### config.mk
export PLATFORM = sky130hd
export DESIGN_NAME = fifo_param
export DESIGN_NICKNAME = d
export VERILOG_FILES = /design/src/rtl/fifo_param.sv
export SDC_FILE = /design/constraint.sdc
export NUM_CORES = 1
export LEC_CHECK = 0
export CORE_MARGIN = 2
export CORE_UTILIZATION = 40
export DETAILED_ROUTE_END_ITERATION = 12
export PLACE_DENSITY = 0.69
export SYNTH_ARGS = -nofsm -noshare
export SYNTH_HDL_FRONTEND = slang
export SYNTH_SLANG_ARGS = --single-unit
### constraint.sdc
create_clock -name CLK -period 2.35 [get_ports CLK]
set_input_delay 0.3525 -clock CLK [delete_from_list [all_inputs] [get_ports CLK]]
set_output_delay 0.3525 -clock CLK [all_outputs]
set_load 0.02 [all_outputs]
### src/rtl/fifo_param.sv
// Parametrised synchronous FIFO with occupancy count, almost-full/empty flags and error pulses.
// Latency: write-to-visible 1 cycle; read data 0 cycles (SHOWAHEAD=1) or 1 cycle (SHOWAHEAD=0).
// Backpressure: producer watches full/almost_full; a rejected wr/rd only raises overflow/underflow.
module fifo_param #(
  parameter int B         = 8,
  parameter int W         = 4,
  parameter int AF_LEVEL  = 12,
  parameter int AE_LEVEL  = 4,
  parameter int SHOWAHEAD = 1
) (
  input  logic         CLK,
  input  logic         RESET,
  input  logic         wr,
  input  logic         rd,
  input  logic [B-1:0] w_data,
  output logic [B-1:0] r_data,
  output logic         empty,
  output logic         full,
  output logic         almost_empty,
  output logic         almost_full,
  output logic [W:0]   count,
  output logic         overflow,
  output logic         underflow
);

  localparam int         DEPTH   = 1 << W;
  localparam logic [W:0] L_DEPTH = (W+1)'(DEPTH);
  localparam logic [W:0] L_AF    = (W+1)'(AF_LEVEL);
  localparam logic [W:0] L_AE    = (W+1)'(AE_LEVEL);

  // Storage is intentionally never cleared; only pointers and count are reset.
  logic [B-1:0] r_mem [DEPTH];

  logic [W-1:0] r_wr_ptr;
  logic [W-1:0] r_rd_ptr;
  logic [W:0]   r_count;
  logic         r_empty;
  logic         r_full;
  logic         r_almost_empty;
  logic         r_almost_full;
  logic         r_overflow;
  logic         r_underflow;

  logic         w_wr_acc;
  logic         w_rd_acc;
  logic         w_ovf;
  logic         w_udf;
  logic [W:0]   w_count_nxt;

  // Accept decisions use the registered empty/full of the current cycle.
  // When full, a simultaneous read frees the slot the write lands in, so the
  // write is accepted; when empty, the read cannot be served even with a write.
  always_comb begin
    w_wr_acc    = 1'b0;
    w_rd_acc    = 1'b0;
    w_ovf       = 1'b0;
    w_udf       = 1'b0;
    w_count_nxt = r_count;
    if (!RESET) begin
      w_rd_acc = rd && !r_empty;
      w_wr_acc = wr && (!r_full || rd);
      w_ovf    = wr && r_full && !rd;
      w_udf    = rd && r_empty;
      if (w_wr_acc && !w_rd_acc) begin
        w_count_nxt = r_count + 1'b1;
      end else if (w_rd_acc && !w_wr_acc) begin
        w_count_nxt = r_count - 1'b1;
      end
    end
  end

  // Write port of the storage array; no reset so the array maps onto RAM.
  always_ff @(posedge CLK) begin
    if (w_wr_acc) begin
      r_mem[r_wr_ptr] <= w_data;
    end
  end

  // Pointers wrap naturally modulo the depth; count disambiguates full vs empty.
  always_ff @(posedge CLK) begin
    if (RESET) begin
      r_wr_ptr <= '0;
      r_rd_ptr <= '0;
    end else begin
      if (w_wr_acc) begin
        r_wr_ptr <= r_wr_ptr + 1'b1;
      end
      if (w_rd_acc) begin
        r_rd_ptr <= r_rd_ptr + 1'b1;
      end
    end
  end

  // Occupancy and status flags, all registered from the next-state count.
  always_ff @(posedge CLK) begin
    if (RESET) begin
      r_count        <= '0;
      r_empty        <= 1'b1;
      r_full         <= 1'b0;
      r_almost_empty <= 1'b1;
      r_almost_full  <= 1'b0;
      r_overflow     <= 1'b0;
      r_underflow    <= 1'b0;
    end else begin
      r_count        <= w_count_nxt;
      r_empty        <= (w_count_nxt == '0);
      r_full         <= (w_count_nxt == L_DEPTH);
      r_almost_empty <= (w_count_nxt <= L_AE);
      r_almost_full  <= (w_count_nxt >= L_AF);
      r_overflow     <= w_ovf;
      r_underflow    <= w_udf;
    end
  end

  generate
    if (SHOWAHEAD != 0) begin : g_showahead
      // Head word is always on the output; rd just acknowledges it.
      assign r_data = r_mem[r_rd_ptr];
    end else begin : g_registered
      logic [B-1:0] r_rd_data;
      // Registered read: capture the head word on an accepted read, hold otherwise.
      always_ff @(posedge CLK) begin
        if (RESET) begin
          r_rd_data <= '0;
        end else if (w_rd_acc) begin
          r_rd_data <= r_mem[r_rd_ptr];
        end
      end
      assign r_data = r_rd_data;
    end
  endgenerate

  assign empty        = r_empty;
  assign full         = r_full;
  assign almost_empty = r_almost_empty;
  assign almost_full  = r_almost_full;
  assign count        = r_count;
  assign overflow     = r_overflow;
  assign underflow    = r_underflow;

endmodule
; ---- Word level (Yosys, flattened, before mapping)
; Memory sizes are Yosys's and may differ from the RTL's. A register that Yosys moved wholly into a read port is not among the register bits.
; Cells that the tools add are included.
[classes]
add_sub_neg = 4
n_mul = 0
div_mod_pow = 0
n_lt_le_gt_ge = 2
eq_ne = 1
n_shift = 0
mux = 9
n_bitwise = 0
reduce_logical = 14
[ops]
columns = op, n
row1 = 5-bit 2-to-1 mux, 3
row2 = 4-bit by 1-bit adder with 4-bit output (second input constant), 2
row3 = 4-bit 2-to-1 mux, 2
row4 = 1-bit logical AND, 7
row5 = 5-bit by 1-bit adder with 5-bit output (second input constant), 1
row6 = 5-bit == test (second input constant), 1
row7 = 5-bit by 4-bit greater-or-equal comparator with 1-bit output (second input constant), 1
row8 = 5-bit by 3-bit <= comparator with 1-bit output (second input constant), 1
row9 = 1-bit logical NOT, 5
row10 = 5-bit logical NOT, 1
row11 = 5-bit by 1-bit subtractor with 5-bit output (second input constant), 1
row12 = 1-bit 2-to-1 mux, 4
row13 = 1-bit logical OR, 1
[totals]
ff_bits = 19
latch_bits = 0
ramBits = 128
romBits = 0
in_bits = 12
out_inout_bits = 19
wordCells = 40
n_memories = 1
[mem_list]
columns = name, words, width, read_ports, rd_clocked_by_memory_dff, write_ports, line_no
row1 = r_mem, 16, 8, 1, 1, 1, 32  ; logic [B-1:0] r_mem [DEPTH];

; ---- Logic depth before layout (Yosys ltp)
; Gate-level depths: netlist (run 1).
[logic_depth]
ltp_word = 9
mapped_depth = 7
mapped_depth_nobuf = 7

; ---- Least setup slack after synthesis (run 1)
; OpenSTA, ideal clock, no wires.
[synth_timing]
kind = reg2reg
startpoint = register r_full, in the netlist full
endpoint = memory r_mem[3][0] (enable)
setup_time_ns = 0.383
t_arrival_ns = 1.656
required_ns = 1.967
path_slack_ns = 0.310
stages_incl_launch_ff = 6
n_path_buf = 0
period_less_slack_ns = 2.040
path_cell_list = dfxtp_1 -> nand2b_1 -> nand2_1 -> nor2_1 -> nand2_1 -> nor3_1
[synth_via]
elab_chain_cells = 6
[synth_rtl]
columns = item, line_no
row1 = start: declaration, 38  ; logic r_full;
row2 = start signal: assignment, 107  ; r_full <= (w_count_nxt == L_DEPTH);
row3 = 1-bit logical NOT, 61  ; w_wr_acc = wr && (!r_full || rd);
row4 = 1-bit logical OR, 61
row5 = 1-bit logical AND, 61
row6 = 1-bit 2-to-1 mux, 59  ; if (!RESET) begin
row7 = 1-bit 2-to-1 mux, 74  ; if (w_wr_acc) begin
row8 = 1-bit 2-to-1 mux (implied by the code), 75  ; r_mem[r_wr_ptr] <= w_data;
row9 = end: declaration, 32
; Every way passes these cells.

==> reports/results.tsv, run 1 <==
stage	metric	value	unit
routing	drt wl/cell	20.91	µm
status	failing checks	negative setup slack	
sta	final hold viol count	0	
worst_setup_path	CP max FO	7	
routing	Total Wirelength	12.42	mm
synth	synth top area cells	edfxtp_1 (63%), mux4_1 (10%), dfxtp_1 (7.6%)	
sta	Max Slew Vio Count	0	
die	# IOs	31	
routing	DRC Markers	0	
die	die height	127.3	µm
sta	Final min period	2.590	ns
worst_setup_path	r2r endpoint	full$_SDFF_PP0_	
clocking	TritonCTS Sinks	151	
power	worst-case vdd ir drop	0.0006144	V
die	Initial Util	40.48	%
power	Gate power share	13.5	%
finish	n_diodes	0	
synth	Synth Area in Compound Gates	2.570	%
die	Die W	127.3	µm
placement	GP Congestion	0.7725	
die	FP Rows	45	
synth	Ys Warns	0	
global_route	largest net degree at the start of global routing	33	
placement	placed cell areas	6848	µm²
routing	first-pass iteration count of the detailed router	5	
power	leak pwr	2.473	nW
synth	cell taking the most area after synthesis	edfxtp_1	
job	Max-Cap Viols	0	
min_path	Hold/Removal Path Class	reg -> reg	
power	Clock power frac	40.2	%
clocking	Skew-Pair Late Insertion Delay	0.43	ns
synth	syn nets	333	
synth	Post-Synth Adder-Cell Area	1.439	%
worst_setup_path	Crit path required time	2.00	ns
finish	layout filler cell count	1207	
synth	Yosys reg bits	151	
sta	final worst path period share	110.2	%
clocking	CTS tree	yes	
synth	register area share after synthesis	70.72	%
sta	Rel. slew slack	57.17	%
sta	final setup margin	-0.2399	ns
sta	RSZ-0062 raised after global routing	true	
placement	port bufs	30	
worst_setup_path	RR Startpoint	count[0]$_SDFF_PP0_	
clocking	root buf cell	clkbuf_16	
synth	Syn Std Cell Area	6086	µm²
worst_setup_path	kind of critical path	reg -> out	
synth	Synth cell types	44	
worst_setup_path	CP max-delay cell	mux4_2	
synth	Async S/R FF share, synth	0	%
worst_setup_path	Critical Path Sink Type	output pin	
status	status	finished, violations left	
worst_setup_path	CP Capture Point	r_data[2]	
finish	Area growth syn-to-layout	22.18	%
power	PwrDens	881.5	nW/µm²
synth	number of flops mapped to enable cells by yosys	128	
worst_setup_path	critical path cell sequence	buf_8 > mux4_2 > mux4_2 > buf_6	
sta	clock skew	0.008480	ns
sta	fmax	0.3861	GHz
worst_setup_path	Worst path max stage delay	0.53	ns
worst_setup_path	Register-to-Register Path Depth	7	
sta	endpoints failing setup	8	
synth	Syn Inst Count	314	
finish	NumNets Final	412	
synth	main combinational cell family by area after synthesis	multiplexers	
finish	most frequent cells in the layout	edfxtp_1 (128), mux4_2 (40), buf_4 (37), nor2_1 (26)	
clocking	CTS HTree Levels	4	
power	Pint	5.013	mW
synth	Simple-Gate Fraction of Synth Area	5.016	%
routing	DR iter-0 viols	252	
die	area of the core	15030	µm²
routing	Routed Antenna Nets	0	
finish	share of cells above drive strength 1	31.53	%
synth	XOR/XNOR share of the synthesized area	1.706	%
synth	share of Yosys cell area claimed by the top area cell type	63.16	%
power	switching power share of the total	23.52	%
routing	vias	3186	
clocking	Num CTS Buffers	17	
worst_setup_path	Worst Path Arrival	2.24	ns
finish	Finished Cell Area	7436	µm²
global_route	Tot GR Track Use	16.10	%
finish	commonest non-fill, non-tap cell in the layout	edfxtp_1	
global_route	vias in the first global route	3322	
global_route	first-pass GRT wire length	18.73	mm
synth	Primary FF master, synth	edfxtp_1	
finish	Finished Core Util	49.46	%
routing	Via-to-Cell Ratio	5.364	
global_route	antenna violations before repair	0	
sta	worst slew pin tran	0.6404	ns
clocking	clock-pin slew on the worst setup and hold paths	0.06	ns
power	switching power	1.542	mW
worst_setup_path	Crit path top cell by count	mux4_2	
clocking	cts hold-fix bufs	0	
synth	syn_area_per_cell	19.38	µm²
clocking	Max Buffers Root-to-Sink	2	
placement	pre-CTS setup slack	-0.1885	ns
power	Sequential Power Share	46.3	%
worst_setup_path	FF-to-FF setup slack	0.45	ns
global_route	total congestion overflow	0	
placement	Final HPWL DP	7.759	mm
synth	mux share of post-synthesis cell area	16.28	%
worst_setup_path	Worst setup SP type	flip-flop	
die	die area	16220	µm²
## timing repair
item	4_1_cts	5_1_grt
cloned	1	2
buffers inserted	1	0
resized for setup	49	29
endpoints found under the setup margin	8	8
pin swaps	0	0
## cells by family after synthesis
group / count (synthesis)
flip-flops: 151
AND/OR/NAND/NOR: 65
multiplexers: 40
buffers and inverters: 22
AO/OA/AOI/OAI: 18
XOR/XNOR: 11
adder cells (fa/ha/maj): 7
## layer usage
metal / part of all wire [%] / track usage (%) / up-vias
met5: 0 / 0 / -
met3: 4.9 / 4.690 / 21
li1: - / - / 1410
met2: 50 / 26.52 / 125
met4: 2.2 / 7.434 / 0
met1: 42 / 19.73 / 1630
## layout make-up
class	count	area [µm²]	area share [%]
inverters	8	30.03	0.4038
well taps	188	235.2	3.163
clock buffers	17	425.4	5.721
multi-input cells	141	1554	20.90
repair buffers	74	728.2	9.793
flip-flops and latches	151	4308	57.93
clock inverters	15	155.1	2.086
## registers in the layout, summed over array words and instances, names as in the netlist, named ones only
signal	flops
underflow	1
full	1
r_mem	128
r_wr_ptr	4
overflow	1
almost_full	1
count	5
empty	1
almost_empty	1
r_rd_ptr	4
## worst max-delay path: cells and delay by family (launching register included)
kind	cells	cell delay, ns
multiplexers	2	1.04
flip-flops	1	0.45
buffers and inverters	2	0.30
## Yosys cell counts (2+ instances only)
library cell,number
edfxtp_1,128
nor2_1,26
mux4_1,24
dfxtp_1,23
mux4_2,16
nand2_1,12
ha_1,7
inv_1,7
xor2_1,6
nand2b_1,5
nor3_1,5
buf_1,4
clkbuf_1,4
xnor2_1,4
nand3_1,3
nor4_1,3
o21ai_1,3
a21oi_1,2
buf_6,2
buf_8,2
nand4_1,2
nor2b_1,2
o31a_1,2
or2_1,2
## metrics by stage
step / instances / hold slack (ns) / total power, mW / TNS, ns
5_1_grt: 594 / 0.5393 / 6.777 / -2.165
3_3_place_gp: 559 / 0.4875 / 3.860 / -1.935
6_report: 594 / 0.4967 / 6.554 / -1.747
4_1_cts: 593 / 0.5062 / 6.555 / -1.960
3_5_place_dp: 559 / 0.4976 / 3.875 / -1.882
2_1_floorplan: 314 / 0.4514 / 3.604 / 0
## worst min-delay path by stage
stage | from | endpoint | slack [ns] | depth (start not counted)
finish | empty$_SDFF_PP1_ | underflow$_SDFF_PP0_ | 0.50 | 2
global route | empty$_SDFF_PP1_ | underflow$_SDFF_PP0_ | 0.54 | 2
CTS | empty$_SDFF_PP1_ | underflow$_SDFF_PP0_ | 0.51 | 2
detailed placement | r_rd_ptr[1]$_SDFFE_PP0P_ | r_rd_ptr[1]$_SDFFE_PP0P_ | 0.50 | 2
global placement | r_rd_ptr[1]$_SDFFE_PP0P_ | r_rd_ptr[1]$_SDFFE_PP0P_ | 0.49 | 2
floorplan | w_data[0] | r_mem[0][0]$_DFFE_PP_ | 0.45 | 0
## power groups by stage
| stage | clock (mW) | combinational (mW) | sequential, mW |
|---|---|---|---|
| 2_1_floorplan | 0 | 0.503 | 3.10 |
| 3_3_place_gp | 0 | 0.787 | 3.07 |
| 3_5_place_dp | 0 | 0.800 | 3.08 |
| 4_1_cts | 2.68 | 0.848 | 3.02 |
| 5_1_grt | 2.78 | 0.954 | 3.04 |
| 6_report | 2.63 | 0.887 | 3.03 |
No activity file was read; power rests on OpenSTA's default activity.
==> inputs of run 2 (changes only) <==
--- a/config.mk
+++ b/config.mk
@@ -5,7 +5,7 @@
 export SDC_FILE = /design/constraint.sdc
 export NUM_CORES = 1
 export LEC_CHECK = 0
-export CORE_MARGIN = 2
+export CORE_MARGIN = 10
 export CORE_UTILIZATION = 40
 export DETAILED_ROUTE_END_ITERATION = 12
 export PLACE_DENSITY = 0.69
==> reports/results.tsv, run 2 (synthesis results as in run 1) <==
stage	metric	value	unit	change
status	status	finished, violations left		
status	failing checks	negative setup slack		
job	Max-Cap Viols	0		unchanged
die	die area	20550	µm²	+27%
worst_setup_path	Critical Path Sink Type	output pin		
sta	final hold viol count	0		unchanged
sta	worst slew pin tran	0.5483	ns	-0.09207 ns
worst_setup_path	CP max FO	10		+3
finish	Finished Cell Area	7383	µm²	-0.71%
sta	Rel. slew slack	63.33	%	+6.2 points
sta	RSZ-0062 raised after global routing	true		
routing	vias	3056		-4.1%
finish	commonest non-fill, non-tap cell in the layout	edfxtp_1		
worst_setup_path	critical path cell sequence	buf_12 > mux4_2 > mux4_2 > buf_6		
sta	hold_ws	0.4867	ns	-0.01003 ns
sta	Max Slew Vio Count	0		unchanged
sta	TNS Setup	-1.444	ns	+0.3031 ns
finish	Finished Core Util	49.11	%	-0.35 points
global_route	vias in the first global route	3321		-0.030%
routing	drt wl/cell	20.97	µm	+0.29%
finish	Area growth syn-to-layout	21.32	%	
worst_setup_path	Register-to-Register Path Depth	7		unchanged
placement	pre-CTS setup slack	-0.2490	ns	-0.06048 ns
worst_setup_path	CP max-delay cell	mux4_2		
routing	Total Wirelength	12.27	mm	-1.2%
power	leak pwr	2.438	nW	-1.4%
worst_setup_path	kind of critical path	reg -> out		
worst_setup_path	Worst Path Arrival	2.20	ns	-0.04 ns
clocking	CTS tree	yes		
min_path	hold path endpoint	underflow$_SDFF_PP0_		
sta	final setup margin	-0.2004	ns	+0.03957 ns
finish	n_diodes	0		unchanged
finish	Reg with most FFs	r_mem		
placement	GP Congestion	0.7750		+0.32%
clocking	Num CTS Buffers	17		unchanged
die	area of the core	15030	µm²	unchanged
finish	max reg flops	128		unchanged
clocking	post-CTS setup buffers	0		-1
worst_setup_path	critical path's top delay family	multiplexers		
worst_setup_path	Crit path required time	2.00	ns	about the same
worst_setup_path	Worst path max stage delay	0.52	ns	about the same
clocking	TritonCTS Sinks	151		unchanged
sta	clock skew	0.005986	ns	-0.002494 ns
worst_setup_path	Crit path top cell by count	mux4_2		
sta	fmax	0.3921	GHz	+1.6%
finish	most frequent cells in the layout	edfxtp_1 (128), mux4_2 (35), buf_4 (30), nor2_1 (26)		
placement	placed cell areas	6795	µm²	-0.77%
worst_setup_path	Crit path depth	4		unchanged
min_path	Hold/Removal Path Class	reg -> reg		
global_route	Tot GR Track Use	12.84	%	-3.3 points
finish	share of cells above drive strength 1	28.97	%	-2.6 points
clocking	clock-pin slew on the worst setup and hold paths	0.06	ns	about the same
routing	DR iter-0 viols	237		-6.0%
min_path	hold path start	empty$_SDFF_PP1_		
power	PwrDens	909.4	nW/µm²	+3.2%
global_route	first-pass GRT wire length	19.27	mm	+2.9%
routing	Via-to-Cell Ratio	5.224		-2.6%
placement	port bufs	30		unchanged
die	Die W	143.3	µm	+13%
clocking	CTS HTree Levels	4		unchanged
sta	endpoints failing setup	8		unchanged
routing	first-pass iteration count of the detailed router	4		-1
worst_setup_path	WP buf/inv	2		unchanged
routing	Routed Antenna Nets	0		unchanged
clocking	Skew-Pair Late Insertion Delay	0.42	ns	about the same
die	FP Rows	45		unchanged
die	Initial Util	40.48	%	unchanged
die	# IOs	31		unchanged
global_route	largest net degree at the start of global routing	33		unchanged
worst_setup_path	Worst setup SP type	flip-flop		
worst_setup_path	r2r endpoint	full$_SDFF_PP0_		
finish	NumNets Final	403		-2.2%
sta	Final min period	2.550	ns	-0.03957 ns
min_path	worst hold path depth	2		unchanged
placement	Final HPWL DP	7.757	mm	about the same
worst_setup_path	RR Startpoint	count[0]$_SDFF_PP0_		
sta	final worst path period share	108.5	%	-1.7 points
clocking	Max Buffers Root-to-Sink	2		unchanged
routing	DRC Markers	0		unchanged
worst_setup_path	FF-to-FF setup slack	0.31	ns	-0.14 ns
die	die height	143.3	µm	+13%
global_route	antenna violations before repair	0		unchanged
global_route	total congestion overflow	0		unchanged
clocking	root buf cell	clkbuf_16		
power	worst-case vdd ir drop	0.0005124	V	-17%
==> run 2: changes by cell type in the layout (fill, tap and decap cells not counted), moves of 2 or more <==
cell,delta
buf_6,-2
clkinv_1,-2
buf_4,-7
clkinvlp_4,+3
bufinv_16,+2
mux4_2,-5
clkbuf_16,-2
mux4_1,+5
buf_2,+3
clkinv_4,-5
==> run 2: per-stage QoR <==
stage	power [mW]	instances
after CTS	6.767	585
after floorplan	3.604	314
after global placement	3.854	552
final	6.714	585
after detailed placement	3.869	552
after global routing	6.953	585
==> run 2: power breakdown <==
part,leakage [nW],switching [mW],internal [mW]
logic,0.801,0.394,0.437
clock network,0.295,1.07,1.79
registers,1.34,0.0613,2.97
total,2.44,1.52,5.19
==> run 2: routing by layer <==
metal / track usage [%] / vias to the layer above / wire [µm]
li1: - / 1402 / -
met1: 15.82 / 1556 / 5450
met2: 20.65 / 92 / 6074
met3: 4.356 / 6 / 669
met4: 4.621 / 0 / 74
met5: 0 / - / 0
==> run 2: final cells by class <==
cell class / instances / area [µm²]
flip-flops and latches: 151 / 4308
multi-input cells: 141 / 1573
fillers: 1218 / 7650
well taps: 188 / 235.2
clock buffers: 18 / 429.2
clock inverters: 14 / 197.7
repair buffers: 65 / 610.6
inverters: 8 / 30.03
==> run 2: worst min-delay path, cell delays in order (launching register included) <==
cell	delay, ns
dfxtp_1	0.34
nand2_1	0.07
nor2_1	0.03
==> run 2: timing repair <==
action | 4_1_cts | 5_1_grt
cloned | 1 | 0
setup endpoints to repair | 8 | 8
hold buffers | 0 | 0
gates resized for setup | 56 | 10
==> run 2: worst max-delay path by stage <==
stage	to
3_3_place_gp	r_data[5]
3_5_place_dp	r_data[6]
5_1_grt	r_data[6]
2_1_floorplan	r_mem[3][0]$_DFFE_PP_
4_1_cts	r_data[2]
6_report	r_data[6]
==> inputs of run 3 (changes only) <==
--- a/config.mk
+++ b/config.mk
@@ -8,7 +8,6 @@
 export CORE_MARGIN = 10
 export CORE_UTILIZATION = 40
 export DETAILED_ROUTE_END_ITERATION = 12
-export PLACE_DENSITY = 0.69
 export SYNTH_ARGS = -nofsm -noshare
 export SYNTH_HDL_FRONTEND = slang
 export SYNTH_SLANG_ARGS = --single-unit
==> reports/results.tsv, run 3 (synthesis results as in run 1) <==
stage	metric	value	unit	change
min_path	hold path endpoint	underflow$_SDFF_PP0_		
finish	Finished Cell Area	7460	µm²	+1.0%
routing	Total Wirelength	12.67	mm	+3.3%
worst_setup_path	Worst Path Arrival	2.25	ns	+0.05 ns
clocking	root buf cell	clkbuf_16		
finish	layout filler cell count	1242		+2.0%
placement	Final HPWL DP	8.533	mm	+10%
routing	drt wl/cell	21.41	µm	+2.1%
die	Die W	143.3	µm	unchanged
worst_setup_path	critical path's top delay family	multiplexers		
finish	commonest non-fill, non-tap cell in the layout	edfxtp_1		
finish	most frequent cells in the layout	edfxtp_1 (128), buf_4 (36), nor2_1 (26), mux4_2 (24)		
clocking	CTS tree	yes		
worst_setup_path	critical path cell sequence	buf_12 > mux4_1 > mux4_2 > buf_6		
power	Pint	4.988	mW	-3.9%
finish	n_diodes	0		unchanged
power	switching power	1.568	mW	+2.9%
sta	RSZ-0062 raised after global routing	true		
power	worst-case vdd ir drop	0.0006275	V	+22%
placement	pre-CTS setup slack	-0.2637	ns	-0.01471 ns
sta	final hold viol count	0		unchanged
sta	hold_ws	0.4934	ns	+0.006774 ns
worst_setup_path	kind of critical path	reg -> out		
routing	Via-to-Cell Ratio	5.309		+1.6%
sta	TNS Setup	-1.610	ns	-0.1664 ns
worst_setup_path	FF-to-FF setup slack	0.42	ns	+0.11 ns
sta	worst slew pin tran	0.5893	ns	+0.04096 ns
power	switching power share of the total	23.92	%	+1.2 points
sta	final setup margin	-0.2479	ns	-0.04754 ns
die	FP Rows	45		unchanged
routing	vias	3143		+2.8%
global_route	largest net degree at the start of global routing	25		-24%
global_route	vias in the first global route	3354		+0.99%
routing	DRC Markers	0		unchanged
worst_setup_path	Crit path required time	2.00	ns	about the same
worst_setup_path	Worst setup SP type	flip-flop		
status	status	finished, violations left		
finish	Reg with most FFs	r_mem		
power	leak pwr	2.505	nW	+2.8%
routing	first-pass iteration count of the detailed router	4		unchanged
finish	NumNets Final	410		+1.7%
clocking	Max Buffers Root-to-Sink	2		unchanged
worst_setup_path	CP max-delay cell	mux4_1		
clocking	cts hold-fix bufs	0		unchanged
sta	final worst path period share	110.5	%	+2.0 points
worst_setup_path	Critical Path Sink Type	output pin		
power	Sequential Power Share	46.1	%	+1.0 points
power	Clock power frac	41.2	%	-1.3 points
worst_setup_path	r2r endpoint	full$_SDFF_PP0_		
worst_setup_path	WP buf/inv	2		unchanged
die	# IOs	31		unchanged
die	die area	20550	µm²	unchanged
die	Initial Util	40.48	%	unchanged
sta	fmax	0.3849	GHz	-1.8%
sta	Rel. slew slack	60.59	%	-2.7 points
clocking	CTS HTree Levels	4		unchanged
status	failing checks	negative setup slack		
worst_setup_path	Worst path max stage delay	0.56	ns	+0.04 ns
clocking	TritonCTS Sinks	151		unchanged
sta	Final min period	2.598	ns	+0.04754 ns
power	PwrDens	878.9	nW/µm²	-3.4%
sta	endpoints failing setup	8		unchanged
power	Tot Pwr	6.556	mW	-2.4%
worst_setup_path	Register-to-Register Path Depth	7		unchanged
sta	clock skew	0.007605	ns	+0.001619 ns
global_route	Tot GR Track Use	13.11	%	+0.27 points
min_path	hold path start	empty$_SDFF_PP1_		
global_route	total congestion overflow	0		unchanged
finish	share of cells above drive strength 1	27.48	%	-1.5 points
min_path	worst hold path depth	2		unchanged
placement	placed cell areas	6885	µm²	+1.3%
global_route	first-pass GRT wire length	19.50	mm	+1.2%
clocking	clock-pin slew on the worst setup and hold paths	0.06	ns	about the same
placement	port bufs	30		unchanged
finish	max reg flops	128		unchanged
die	area of the core	15030	µm²	unchanged
clocking	Skew-Pair Late Insertion Delay	0.42	ns	about the same
routing	Routed Antenna Nets	0		unchanged
finish	Area growth syn-to-layout	22.57	%	
clocking	Num CTS Buffers	17		unchanged
global_route	antenna violations before repair	0		unchanged
die	die height	143.3	µm	unchanged
placement	GP Congestion	0.7417		-4.3%
power	Gate power share	12.7	%	+0.3 points
worst_setup_path	RR Startpoint	count[0]$_SDFF_PP0_		
routing	DR iter-0 viols	278		+17%
job	Max-Cap Viols	0		unchanged
sta	Max Slew Vio Count	0		unchanged
min_path	Hold/Removal Path Class	reg -> reg		
worst_setup_path	CP max FO	13		+3
==> run 3: worst register-to-register path: cells and delay by family, from the launching register on <==
| family | cells | cell delay (ns) |
|---|---|---|
| buf+inv | 1 | 0.13 |
| compound gates | 3 | 0.49 |
| flops | 1 | 0.49 |
| fa+ha+maj | 1 | 0.32 |
| simple gates | 2 | 0.46 |
==> run 3: final cells by class <==
class	count	area (µm²)	share of cell area (%)
Clock buffer	17	425.4	5.703
Clock inverter	15	167.7	2.248
Inverter	8	30.03	0.4025
Multi-Input combinational cell	141	1614	21.64
Sequential cell	151	4308	57.75
Tap cell	188	235.2	3.153
Timing Repair Buffer	72	679.4	9.108
==> run 3: worst max-delay path by stage <==
stage               startpoint                    end  slack, ns  cells after the start
6_report             flip-flop              r_data[6]      -0.25                      4
5_1_grt              flip-flop              r_data[7]      -0.30                      4
4_1_cts              flip-flop              r_data[6]      -0.27                      4
3_5_place_dp         flip-flop              r_data[7]      -0.26                      4
3_3_place_gp         flip-flop              r_data[7]      -0.24                      4
2_1_floorplan  full$_SDFF_PP0_  r_mem[3][0]$_DFFE_PP_       0.31                      5
==> run 3: metrics by stage <==
step | util, % | instances
6_report | 49.62 | 592
5_1_grt | 49.62 | 592
3_5_place_dp | 45.80 | 559
3_3_place_gp | 45.80 | 559
4_1_cts | 49.65 | 592
2_1_floorplan | - | 314
==> run 3: routing by layer <==
layer  wire [µm]  GRT usage, %
met1        5340         15.93
met2        6250         20.58
met3         912         4.653
met4         169         6.072
met5           0             0
==> run 3: power by group through the flow <==
stage / Sequential, mW / Clock [mW] / Combinational, mW
after global placement: 3.07 / 0 / 0.820
after CTS: 3.02 / 2.75 / 0.849
after detailed placement: 3.08 / 0 / 0.829
after floorplan: 3.10 / 0 / 0.503
after global routing: 3.03 / 2.87 / 0.897
final: 3.02 / 2.70 / 0.832
==> run 3: what timing repair did <==
| action | 4_1_cts | 5_1_grt |
|---|---|---|
| setup buffers | 1 | 0 |
| setup endpoints to repair | 8 | 8 |
| pin swaps | 0 | 0 |
| endpoints found under the hold margin | 0 | 0 |
| gates resized for setup | 49 | 1 |
